[config.mk]
export PLATFORM = sky130hd
export DESIGN_NAME = bit_unstuff
export DESIGN_NICKNAME = d
export VERILOG_FILES = /design/src/rtl/bit_unstuff.sv
export SDC_FILE = /design/constraint.sdc
export NUM_CORES = 1
export LEC_CHECK = 0
export CAP_MARGIN = 20
export CORE_UTILIZATION = 55
export DETAILED_ROUTE_END_ITERATION = 6
export PLACE_DENSITY_LB_ADDON = 0.3
export SLEW_MARGIN = 20
export SYNTH_ARGS = -nofsm -noshare
export SYNTH_HDL_FRONTEND = slang
export SYNTH_SLANG_ARGS = --single-unit
[constraint.sdc]
create_clock -name clk -period 3.9 [get_ports clk]
set_clock_uncertainty 0.05 [all_clocks]
set_input_delay 0.78 -clock clk [delete_from_list [all_inputs] [get_ports clk]]
set_output_delay 0.78 -clock clk [all_outputs]
set_load 0.05 [all_outputs]
[src/rtl/bit_unstuff.sv]
// Receive-side bit unstuffer: strips the zero inserted after every run of MAX_ONES
// ones, forwards the first PASS_BITS bits of a packet untouched, flags stuffing violations.
module bit_unstuff #(
    parameter int PASS_BITS = 16,
    parameter int MAX_ONES  = 6,
    parameter int CNT_W     = 5
) (
    input  logic clk,
    input  logic rst_n,
    input  logic start,
    input  logic bit_in,
    input  logic bit_valid,
    input  logic eop,
    output logic bit_out,
    output logic bit_out_valid,
    output logic stuff_err,
    output logic done,
    output logic busy
);

    typedef enum logic [2:0] {
        IDLE,
        PASS,
        DATA,
        DROP,
        ERR
    } state_t;

    localparam logic [CNT_W-1:0] PASS_LAST = CNT_W'(PASS_BITS - 1);
    localparam logic [CNT_W-1:0] ONES_LAST = CNT_W'(MAX_ONES - 1);

    state_t           state;
    logic [CNT_W-1:0] pass_cnt;
    logic [CNT_W-1:0] ones_cnt;

    always_ff @(posedge clk or negedge rst_n) begin
        if (!rst_n) begin
            state         <= IDLE;
            pass_cnt      <= '0;
            ones_cnt      <= '0;
            bit_out       <= 1'b0;
            bit_out_valid <= 1'b0;
            stuff_err     <= 1'b0;
            done          <= 1'b0;
            busy          <= 1'b0;
        end else begin
            // Pulse outputs default low; bit_out is forced to 0 when not valid.
            bit_out       <= 1'b0;
            bit_out_valid <= 1'b0;
            stuff_err     <= 1'b0;
            done          <= 1'b0;

            if (state == IDLE) begin
                if (start) begin
                    pass_cnt <= '0;
                    ones_cnt <= '0;
                    state    <= PASS;
                    busy     <= 1'b1;
                end
            end else if (eop) begin
                // eop wins over a coincident bit; a pending stuffed zero is not an error.
                done     <= 1'b1;
                busy     <= 1'b0;
                pass_cnt <= '0;
                ones_cnt <= '0;
                state    <= IDLE;
            end else if (bit_valid) begin
                case (state)
                    PASS: begin
                        bit_out       <= bit_in;
                        bit_out_valid <= 1'b1;
                        pass_cnt      <= pass_cnt + 1'b1;
                        if (pass_cnt == PASS_LAST) begin
                            state <= DATA;
                        end
                    end
                    DATA: begin
                        bit_out       <= bit_in;
                        bit_out_valid <= 1'b1;
                        if (bit_in) begin
                            ones_cnt <= ones_cnt + 1'b1;
                            if (ones_cnt == ONES_LAST) begin
                                state <= DROP;
                            end
                        end else begin
                            ones_cnt <= '0;
                        end
                    end
                    DROP: begin
                        ones_cnt <= '0;
                        if (bit_in) begin
                            stuff_err <= 1'b1;
                            state     <= ERR;
                        end else begin
                            state <= DATA;
                        end
                    end
                    default: begin
                        // ERR discards everything until eop.
                    end
                endcase
            end
        end
    end

endmodule
==> Word level (Yosys, flattened, before mapping) <==
Index checks and enable logic that the tools add are counted.
{ "word_totals": {"regBits": 18, "latchBits": 0, "mem_bits_rw": 0, "romBits": 0, "inputBits": 6, "output_inout_bits": 5, "elab_cells": 67, "n_memories": 0} }
{ "op_classes": {"n_addsub": 2, "multipliers": 0, "div_mod_pow": 0, "n_lt_le_gt_ge": 0, "n_eq_ne": 9, "shift": 0, "n_mux": 37, "bitwise_logic": 0, "reduce_logical": 11} }
{ "op_table": {"columns": ["operator", "count"], "rows": [
  ["$mux W5", 9],
  ["$mux W3", 8],
  ["$mux W1", 18],
  ["$ne A4 B4 Y1 const B", 3],
  ["$add A5 B1 Y5 const B", 2],
  ["$pmux W5 S2", 1],
  ["$pmux W3 S3", 1],
  ["$eq A3 B2 Y1 const B", 2],
  ["$reduce_and A3 Y1", 2],
  ["$reduce_and A6 Y1", 1],
  ["$reduce_bool A3 Y1", 2],
  ["$eq A5 B3 Y1 const B", 1],
  ["$eq A5 B4 Y1 const B", 1],
  ["$reduce_bool A5 Y1", 1],
  ["$reduce_bool A4 Y1", 1],
  ["$eq A3 B1 Y1 const B", 1],
  ["$logic_not A3 Y1", 1],
  ["$ne A2 B2 Y1 const B", 1],
  ["$reduce_and A2 Y1", 1],
  ["$reduce_bool A2 Y1", 1],
  ["$reduce_or A2 Y1", 1]
]} }

==> Depth between registers and ports, before layout <==
{ "logic_depth": {"depth_word": 7, "mapped_depth": 7, "depth_no_buf": 7} }

==> Least setup slack after synthesis <==
OpenSTA, ideal clock, no wires.
{ "synth_path": {"path_type": "flip-flop to flip-flop", "from": "register pass_cnt[0]", "to": "register state[1]", "setup_time_ns": 0.125, "t_arrival_ns": 1.802, "required_ns": 3.725, "setup_slack_ns": 1.924, "path_stages_with_launch": 8, "path_buffers": 0, "synth_period_minus_slack_ns": 1.976, "cell_sequence": "dfrtp_1 ha_1 and3_1 ha_1 nor4b_1 a31oi_1 o221ai_1 mux2_2"} }
{ "synth_between": {"elab_chain_len": 3} }
{ "synth_lines": {"columns": ["item", "line_no", "rtl"], "rows": [
  ["from (decl)", "33", "logic [CNT_W-1:0] pass_cnt;"],
  ["from (signal assigned)", "72", "pass_cnt <= pass_cnt + 1'b1;"],
  ["$eq A5 B4 Y1", "73", "if (pass_cnt == PASS_LAST) begin"],
  ["$ne A4 B4 Y1 (no line)", null, null],
  ["$reduce_and A6 Y1 (no line)", null, null],
  ["to (signal assigned)", "74", "state <= DATA;"],
  ["to (signal assigned)", "83", "state <= DROP;"],
  ["to (signal assigned)", "93", "state <= ERR;"],
  ["to (decl)", "32", "state_t state;"]
]} }
No other way between the ends.
A chain may end at the register's enable or synchronous reset.

==> Final worst setup path <==
{ "layout_path": {"from": "input port eop", "to": "register ones_cnt[2]"} }
{ "layout_between": {"elab_chain_len": 2, "elab_cells_between_ends": 5, "cone_classes": "2 x mux; 3 x reduce/logical"} }
{ "layout_lines": {"columns": ["item", "line_no", "rtl"], "rows": [
  ["from (decl)", "13", "input logic eop,"],
  ["$reduce_bool A4 Y1 (no line), or another cell as far along", null, null],
  ["$reduce_and A3 Y1 (no line) or $mux W5 (tied branches)", null, null],
  ["to (signal assigned)", "81", "ones_cnt <= ones_cnt + 1'b1;"],
  ["to (decl)", "34", "logic [CNT_W-1:0] ones_cnt;"]
]} }
Several ways; a longest one is shown, not always the timed one.

==> results by group <==
Pwr
  – Net Switching: 297 µW
  – Peak supply drop: 308 µV
  – Logic pwr share: 0.462
  – Cell Pwr Density: 602 nW/µm²
  – Total Power: 685 µW
  – P_int: 387 µW
  – Sw Ratio: 0.434
  – Reg power frac: 0.408
  – Lkg Pwr: 0.000479 µW
  – Clock power frac: 0.130

Yosys
  – Post-Synth Simple-Gate Area: 0.204
  – Synth Area per Inst: 10.0 µm²
  – Total nets after synthesis: 111
  – Mapped Area: 1010 µm²
  – Compound-Gate Fraction of Synth Area: 0.214
  – Top FF cell, synth: dfrtp_1
  – YS warnings: 0
  – Post-synthesis mux area share: 0.0210
  – Register bit count reported by yosys: 18
  – Largest family of logic cells by synthesized area: compound AO/OA/AOI/OAI gates
  – Synth Area in Adders: 0.0495
  – Synth Instances: 101
  – Post-synth EDFFs: 0
  – Yosys cell types: 42
  – Async SR Flop Fraction: 1.00
  – Seq/Total Area, Yosys: 0.446
  – Synth Area in XOR/XNOR: 0.00866

Floorplanning
  – Total I/O pin count: 11
  – Die area: 2010 µm²
  – Die Y: 44.9 µm
  – Initial Util: 0.586
  – Num rows: 15
  – Die W: 44.9 µm
  – Core area: 1730 µm²

Final layout
  – N_diodes: 0
  – Area Overhead vs Synth: 12.5%
  – Post-route core utilization: 0.659
  – Share of layout cells above drive strength 1: 0.0727
  – Fillers: 140
  – Multi-input logic area: 503 µm²
  – Final net count: 122
  – Register area: 450 µm²

Setup path
  – CP Buf/Inv Count: 1
  – Worst path slowest cell: clkdlybuf4s50_1
  – Data required time of the worst path: 4.03 ns
  – Max Fanout on Critical Path: 15
  – Endpoint class of the critical path: flip-flop
  – CP cell instances: clkdlybuf4s50_1 -> nor2_1 -> a21oi_1 -> o21ai_0 -> o32ai_1
  – Worst setup SP type: input pin
  – Crit path DAT: 2.53 ns
  – WS Path Type: in -> reg
  – CP delay by family, top: compound AO/OA/AOI/OAI gates
  – CP max stage delay: 0.78 ns

CTS
  – Deepest clock path buffer count: 2
  – Post-CTS Setup Inserts: 0
  – Hold_buf cts: 0
  – Clk slew on worst S/H paths: 0.09 ns
  – Sink Count: 18
  – Cts bufs inserted: 3
  – Worst-Skew Late Latency: 0.29 ns
  – H-tree Lvls: 1
  – CTS root buffer: clkbuf_4
  – Post_cts resized: 0
  – CTS tree: yes

Global routing
  – Initial antenna violation count: 0
  – Total GRT Usage: 0.227
  – Largest net degree at the start of global routing: 19
  – First-pass GRT wire length: 3.34 mm
  – GR Overflow Total: 0
  – Vias in the first global route: 752

Timing
  – RSZ-0062 raised after global routing: no
  – Least-Margin Pin Slew: 0.769 ns
  – Final TNS setup: 0 ns
  – Max_slew headroom: 0.486
  – Final period util: 0.615
  – Setup violators final: 0
  – Slew Viols, Final: 0
  – F_max: 417 MHz
  – Hold Fails Final Rpt: 0
  – Crit path time final: 2.40 ns

Run
  – Max cap viols: 0

Run status
  – Outcome: completed

Place
  – RD Place Congestion: 0.790
  – Placed wire-length estimate: 1.43 mm
  – Port Buffers: 10

Worst hold path
  – Hold/Removal Path Class: reg -> reg

Routing
  – Pre-antenna DRT Iters: 4
  – Post-Route WL: 1.91 mm
  – Final ANT Viol Nets: 0
  – Iter 0 DRT Violations: 31
  – DRC errors left: 0
  – Routed len/inst: 14.1 µm
  – DR vias/cell: 6.07
  – Vias post-DR: 819
## placed cells by master (no fill, tap or decap), types with 2 or more instances in the layout
cell,count
nor2_1,4
clkdlybuf4s50_1,10
ha_1,4
clkbuf_4,3
nand2_1,5
and2_1,2
o41ai_1,5
inv_1,8
nand3_1,4
a22o_1,2
o31ai_1,3
a21o_1,2
nor3_1,2
dfrtp_1,18
o21ai_0,8
nor2b_1,3
a21oi_1,3
nand2b_1,2
## power by group through the flow
stage	registers [µW]	clock network (µW)	logic (µW)
after floorplan	299	0	227
after global placement	281	0	303
after detailed placement	282	0	315
after CTS	279	90.4	316
after global routing	287	98.2	350
final	279	89.1	317
## worst reg2reg max path: cells and delay by family, from the launching register on
family,cells,cell delay (ns)
mux,1,0.37
simple gates,2,0.42
flops,1,0.42
fa+ha+maj,2,0.40
compound gates,2,0.37
## logic make-up after synthesis
group | after synthesis
AO/OA/AOI/OAI | 31
flip-flops | 18
buffers and inverters | 12
adder cells (fa/ha/maj) | 4
AND/OR/NAND/NOR | 33
multiplexers | 2
XOR/XNOR | 1
## metrics by stage
step           instance area, µm²  hold WS [ns]  worst slack (ns)  std cells
2_1_floorplan                1010         0.422              1.92        101
3_3_place_gp                 1110         0.436              1.31        132
3_5_place_dp                 1110         0.454              1.21        132
4_1_cts                      1140         0.472              1.51        135
5_1_grt                      1140         0.518              1.32        135
6_report                     1140         0.473              1.50        135
## worst paths after layout
kind	depth (start not counted)	to	startpoint	slack (ns)
max	5	ones_cnt[2]$_DFFE_PN0P_	eop	1.50
min	1	pass_cnt[2]$_DFFE_PN0P_	pass_cnt[2]$_DFFE_PN0P_	0.47
max reg2reg	7	state[1]$_DFFE_PN0P_	pass_cnt[0]$_DFFE_PN0P_	1.77
min reg2reg	1	pass_cnt[2]$_DFFE_PN0P_	pass_cnt[2]$_DFFE_PN0P_	0.47
max in group asynchronous	1	pass_cnt[0]$_DFFE_PN0P_	rst_n	2.44
min in group asynchronous	1	state[2]$_DFFE_PN0P_	rst_n	0.88
## area by class of cell
| cell class | count | area share |
|---|---|---|
| clock buffers | 3 | 0.0198 |
| well taps | 25 | 0.0275 |
| repair buffers | 10 | 0.0880 |
| inverters | 8 | 0.0264 |
| multi-input cells | 71 | 0.442 |
| flip-flops and latches | 18 | 0.396 |
## cells in the mapped netlist, types with 2 or more instances
cell type,number,area [µm²]
a21o_1,2,15.0
a21oi_1,3,15.0
a22o_1,2,17.5
and2_1,2,12.5
dfrtp_1,18,450
ha_1,4,50.1
inv_1,8,30.0
nand2_1,5,18.8
nand2b_1,2,12.5
nand3_1,4,20.0
nor2_1,4,15.0
nor2b_1,3,18.8
nor3_1,2,10.0
o21ai_0,8,40.0
o31ai_1,3,22.5
o41ai_1,5,43.8
## state kept, by name, indices dropped and copies added, names as in the netlist
| signal | flops |
|---|---|
| stuff_err | 1 |
| bit_out | 1 |
| pass_cnt | 5 |
| bit_out_valid | 1 |
| busy | 1 |
| ones_cnt | 5 |
| state | 3 |
| done | 1 |
## routing by layer
| layer | vias up | track usage | wire (µm) |
|---|---|---|---|
| met3 | 4 | 0.0360 | 77 |
| li1 | 401 | - | - |
| met1 | 389 | 0.315 | 852 |
| met2 | 25 | 0.347 | 951 |
| met4 | 0 | 0.109 | 24 |
| met5 | - | 0 | 0 |
(Power assumes the default switching activity.)
